**src/rtl/pipe_hazard_ctrl.sv**
```systemverilog
// Pipeline hazard controller: load-use interlock, taken-branch flush and
// data-memory wait freeze, with event counters and a memory-wait watchdog.
module pipe_hazard_ctrl (
  input  logic        clk,
  input  logic        rst,
  input  logic [31:0] id_inst,
  input  logic        ex_mem_read,
  input  logic [4:0]  ex_rd,
  input  logic        ex_branch_taken,
  input  logic        dmem_req,
  input  logic        dmem_ready,
  output logic        pc_write,
  output logic        ifid_write,
  output logic        ifid_flush,
  output logic        idex_write,
  output logic        idex_bubble,
  output logic        exmem_hold,
  output logic [15:0] stall_cnt,
  output logic [15:0] flush_cnt,
  output logic        mem_timeout
);
  typedef enum logic [1:0] {RUN, LU_STALL, MEM_WAIT} state_t;

  state_t      r_state;
  logic [7:0]  r_wait_cnt;
  logic [15:0] r_stall_cnt;
  logic [15:0] r_flush_cnt;
  logic        r_timeout;

  logic [6:0]  w_opcode;
  logic [4:0]  w_rs1;
  logic [4:0]  w_rs2;
  logic        w_use_rs1;
  logic        w_use_rs2;
  logic        w_hazard_lu;
  logic        w_freeze;
  logic        w_do_flush;
  logic        w_do_stall;

  assign w_opcode = id_inst[6:0];
  assign w_rs1    = id_inst[19:15];
  assign w_rs2    = id_inst[24:20];

  always_comb begin
    w_use_rs1 = 1'b0;
    w_use_rs2 = 1'b0;
    case (w_opcode)
      7'b0110011, 7'b0100011, 7'b1100011: begin
        w_use_rs1 = 1'b1;
        w_use_rs2 = 1'b1;
      end
      7'b0000011, 7'b0010011: w_use_rs1 = 1'b1;
      default: ;
    endcase
  end

  assign w_freeze    = dmem_req & ~dmem_ready;
  assign w_hazard_lu = (r_state == RUN) & ex_mem_read & (ex_rd != 5'd0) &
                       ((w_use_rs1 & (ex_rd == w_rs1)) | (w_use_rs2 & (ex_rd == w_rs2)));
  // A branch seen during a freeze is ignored; EX re-presents it on release.
  assign w_do_flush  = ~rst & ~w_freeze & ex_branch_taken;
  assign w_do_stall  = ~rst & ~w_freeze & ~ex_branch_taken & w_hazard_lu;

  always_comb begin
    pc_write    = 1'b1;
    ifid_write  = 1'b1;
    ifid_flush  = 1'b0;
    idex_write  = 1'b1;
    idex_bubble = 1'b0;
    exmem_hold  = 1'b0;
    if (rst) begin
      pc_write    = 1'b0;
      ifid_write  = 1'b0;
      idex_write  = 1'b0;
      ifid_flush  = 1'b1;
      idex_bubble = 1'b1;
    end else if (w_freeze) begin
      pc_write   = 1'b0;
      ifid_write = 1'b0;
      idex_write = 1'b0;
      exmem_hold = 1'b1;
    end else if (ex_branch_taken) begin
      ifid_flush  = 1'b1;
      idex_bubble = 1'b1;
    end else if (w_hazard_lu) begin
      pc_write    = 1'b0;
      ifid_write  = 1'b0;
      idex_bubble = 1'b1;
    end
  end

  always_ff @(posedge clk) begin
    if (rst) begin
      r_state     <= RUN;
      r_wait_cnt  <= 8'd0;
      r_stall_cnt <= 16'd0;
      r_flush_cnt <= 16'd0;
      r_timeout   <= 1'b0;
    end else begin
      if (w_do_stall && r_stall_cnt != 16'hFFFF) r_stall_cnt <= r_stall_cnt + 16'd1;
      if (w_do_flush && r_flush_cnt != 16'hFFFF) r_flush_cnt <= r_flush_cnt + 16'd1;
      case (r_state)
        RUN: begin
          if (w_freeze) begin
            r_state    <= MEM_WAIT;
            r_wait_cnt <= 8'd0;
          end else if (w_do_stall) begin
            r_state <= LU_STALL;
          end
        end
        LU_STALL: begin
          if (w_freeze) begin
            r_state    <= MEM_WAIT;
            r_wait_cnt <= 8'd0;
          end else begin
            r_state <= RUN;
          end
        end
        MEM_WAIT: begin
          if (r_wait_cnt != 8'hFF) r_wait_cnt <= r_wait_cnt + 8'd1;
          // Flag lands in the same cycle the counter shows 255.
          if (w_freeze && r_wait_cnt == 8'hFE) r_timeout <= 1'b1;
          if (!w_freeze) r_state <= RUN;
        end
        default: r_state <= RUN;
      endcase
    end
  end

  assign stall_cnt   = r_stall_cnt;
  assign flush_cnt   = r_flush_cnt;
  assign mem_timeout = r_timeout;
endmodule

```
**config.mk**
```make
export PLATFORM = sky130hd
export DESIGN_NAME = pipe_hazard_ctrl
export DESIGN_NICKNAME = d
export VERILOG_FILES = /design/src/rtl/pipe_hazard_ctrl.sv
export SDC_FILE = /design/constraint.sdc
export NUM_CORES = 1
export LEC_CHECK = 0
export ABC_CLOCK_PERIOD_IN_PS = 6500
export CORE_MARGIN = 1.5
export CORE_UTILIZATION = 48
export DETAILED_ROUTE_END_ITERATION = 10
export PLACE_DENSITY_LB_ADDON = 0.1
export SKIP_CTS_REPAIR_TIMING = 1
export SYNTH_ARGS = -nofsm -noshare
export SYNTH_HDL_FRONTEND = slang
export SYNTH_SLANG_ARGS = --single-unit
```
**constraint.sdc**
```tcl
create_clock -name clk -period 6.5 [get_ports clk]
set_clock_uncertainty 0.2 [all_clocks]
set_input_delay 1.95 -clock clk [delete_from_list [all_inputs] [get_ports clk]]
set_output_delay 1.95 -clock clk [all_outputs]
set_load 0.02 [all_outputs]
```
==> results of run 1 <==
[path summary, 6_finish.rpt]
path / startpoint / to / slack [ns] / depth (start not counted)
max: ex_rd[0] / idex_bubble / 0.36 / 8
min: mem_timeout / mem_timeout / 0.30 / 2
max reg2reg: stall_cnt[0] / stall_cnt[5] / 4.08 / 7
min reg2reg: mem_timeout / mem_timeout / 0.30 / 2
[logic make-up (layout without fill, tap and decap cells)]
group / Yosys count / in the layout / synth area share [%]
DFF: 43 / 43 / 39.2
and+or+nand+nor: 127 / 127 / 30.5
xor gates and xnor gates: 33 / 33 / 13.2
AOI/OAI and AO/OA: 36 / 36 / 10.6
buffers and inverters: 15 / 83 / 2.85
muxes: 3 / 3 / 1.37
adders and majority gates: 4 / 4 / 2.28
[tightest hold or removal path, stage by stage (launching register included)]
cell	delay [ns]
dfxtp_1	0.35
a31oi_1	0.05
nor2_1	0.07
[routing by layer]
metal | part of all wire, % | GRT usage [%] | vias up
met5 | 0 | 0 | -
met4 | 1.3 | 6.71 | 0
met3 | 4.1 | 4.99 | 7
met2 | 51 | 37.0 | 43
met1 | 44 | 25.8 | 961
li1 | - | - | 1069
[synthesized netlist by cell type (5+ instances only)]
cell type	number	area [µm²]
xnor2_1	13	114
o31ai_1	7	52.6
or3_1	6	37.5
inv_1	7	26.3
clkbuf_1	5	18.8
nand3_1	16	80.1
nand2_1	16	60.1
and3_1	7	43.8
nand4_1	16	100
a21oi_1	14	70.1
nor2_1	39	146
xor2_1	20	175
dfxtp_1	43	861
o21ai_0	7	35.0
or4_1	7	52.6
[final cells by class]
type,count,area [µm²],area share (%)
inverters,7,26.3,0.873
multi-input cells,203,1270,42.3
clock inverters,1,30.0,0.998
clock buffers,6,72.6,2.41
repair buffers,69,683,22.7
well taps,52,65.1,2.16
flip-flops and latches,43,861,28.6
[registers in the layout (all words and copies together) (netlist names)]
register / count
mem_timeout: 1
stall_cnt: 16
r_wait_cnt: 8
flush_cnt: 16
r_state: 2
[power groups by stage]
stage | combinational (µW) | sequential [µW] | clock (µW)
2_1_floorplan | 24.2 | 273 | 0
4_1_cts | 54.1 | 266 | 209
6_report | 53.6 | 266 | 203
3_3_place_gp | 53.4 | 272 | 0
5_1_grt | 57.6 | 266 | 218
3_5_place_dp | 53.9 | 272 | 0
[metrics by stage]
stage,setup slack [ns],instance area (µm²),hold slack (ns)
detailed placement,0.343,2910,0.293
finish,0.363,3010,0.301
global route,0.232,3010,0.336
global placement,0.368,2910,0.262
floorplan,1.23,2200,0.256
CTS,0.339,3010,0.311
==> run summary, run 1 <==
outcome - finished, final reports clean
# DRC - 0
Slew @ Worst Pin - 0.863 ns
Vias - 2080
area grow syn2layout - 37.1%
Cell variety after synth - 37
Seq cells post-synth - 43
Post-synth EDFFs - 0
Power per Cell Area - 174 mW/mm²
critical path arrival - 3.99 ns
critical path capture point type - output port
GR Util All Layers - 21.1%
worst vdd ir - 113 µV
Fill cells - 360
WL final - 5130 µm
Clk network pwr share - 38.8%
family with the most delay on the worst path - buffers and inverters
first-pass GRT wire length - 8560 µm
CP peak stage delay - 0.61 ns
CP most frequent cell - clkdlybuf4s50_1
Seq/Total Area, Yosys - 39.2%
number of top-level pins - 82
nets - 376
initial antenna violation count - 0
switching power - 116 µW
Leak - 0.00103 µW
vias in the first global route - 1914
port bufs - 66
Synth warnings - 0
Core Rows - 24
ratio of cells with drive above 1 in the final layout - 3.95%
# diodes - 0
CTS root buf - clkbuf_8
Final ANT Viol Nets - 0
Final Wtd Congestion - 0.800
clock buffer depth - 2
Mapped Area - 0.00220 mm²
setup TNS - 0 ns
Post-Place Cells - 374
CP Launch Type - input port
clk slew on worst S/H paths - 0.08 ns
worst rel slew slack - 42.0%
CORE AREA - 0.00438 mm²
gr ovfl total - 0
fmax - 163 MHz
Die Y-Extent - 70.6 µm
largest net degree at the start of global routing - 40
Total Power - 523 µW
Gate Count Post-Synth - 261
ys flop type - dfxtp_1
Routed WL per cell - 13.5 µm
RSZ-0062 raised after global routing - no
period utilization - 94.4%
H-tree depth - 2
Initial Utilization - 50.1%
Synth Area per Inst - 8.41 µm²
slowest CP cell - clkdlybuf4s50_1
DP HPWL - 3750 µm
worst-path fanout max - 4
Horiz. Die Dim - 70.6 µm
Pins Over Slew Limit - 0
CTS tree - built
initial detailed-routing violation count - 69
Sw Ratio - 22.3%
share of flip-flops with an asynchronous set or reset - 0%
Non-Filler Instances - 381
Skew-Pair Late Insertion Delay - 0.30 ns
detailed-route vias per instance - 5.46
Worst EP required - 4.35 ns
DR pass1 iterations - 4
most frequent cells in the layout - clkdlybuf4s50_1 (66), dfxtp_1 (43), nor2_1 (39)
P_int - 406 µW
combinational share of power - 10.3%
commonest non-fill, non-tap cell in the layout - clkdlybuf4s50_1
Hold WC Path Type - flip-flop to flip-flop
Die Area - 0.00499 mm²
CP cell instances - clkdlybuf4s50_1 -> xnor2_1 -> nand4_1 -> o32ai_2 -> buf_4 -> nand3_1 -> nand2b_1 -> clkdlybuf4s50_1
Seq pwr share - 50.9%
# clock sinks - 43
max_cap viols - 0
WS Path Type - input port to output port
Final Hold Viols - 0
CTS Buf Count - 5
CP bufs+invs - 3
Final setup viols - 0
fin util - 68.7%
Mapped Nets - 308
post-route minimum period - 6.14 ns
(Power assumes the default switching activity.)
==> run 2, diff against run 1 <==
--- a/config.mk
+++ b/config.mk
@@ -8,6 +8,7 @@
 export ABC_CLOCK_PERIOD_IN_PS = 6500
 export CORE_MARGIN = 1.5
 export CORE_UTILIZATION = 48
+export CTS_CLUSTER_DIAMETER = 120
 export DETAILED_ROUTE_END_ITERATION = 10
 export PLACE_DENSITY_LB_ADDON = 0.1
 export SKIP_CTS_REPAIR_TIMING = 1
==> results of run 2 <==
No change in the layout: final DEF, timing and power equal those of run 1.
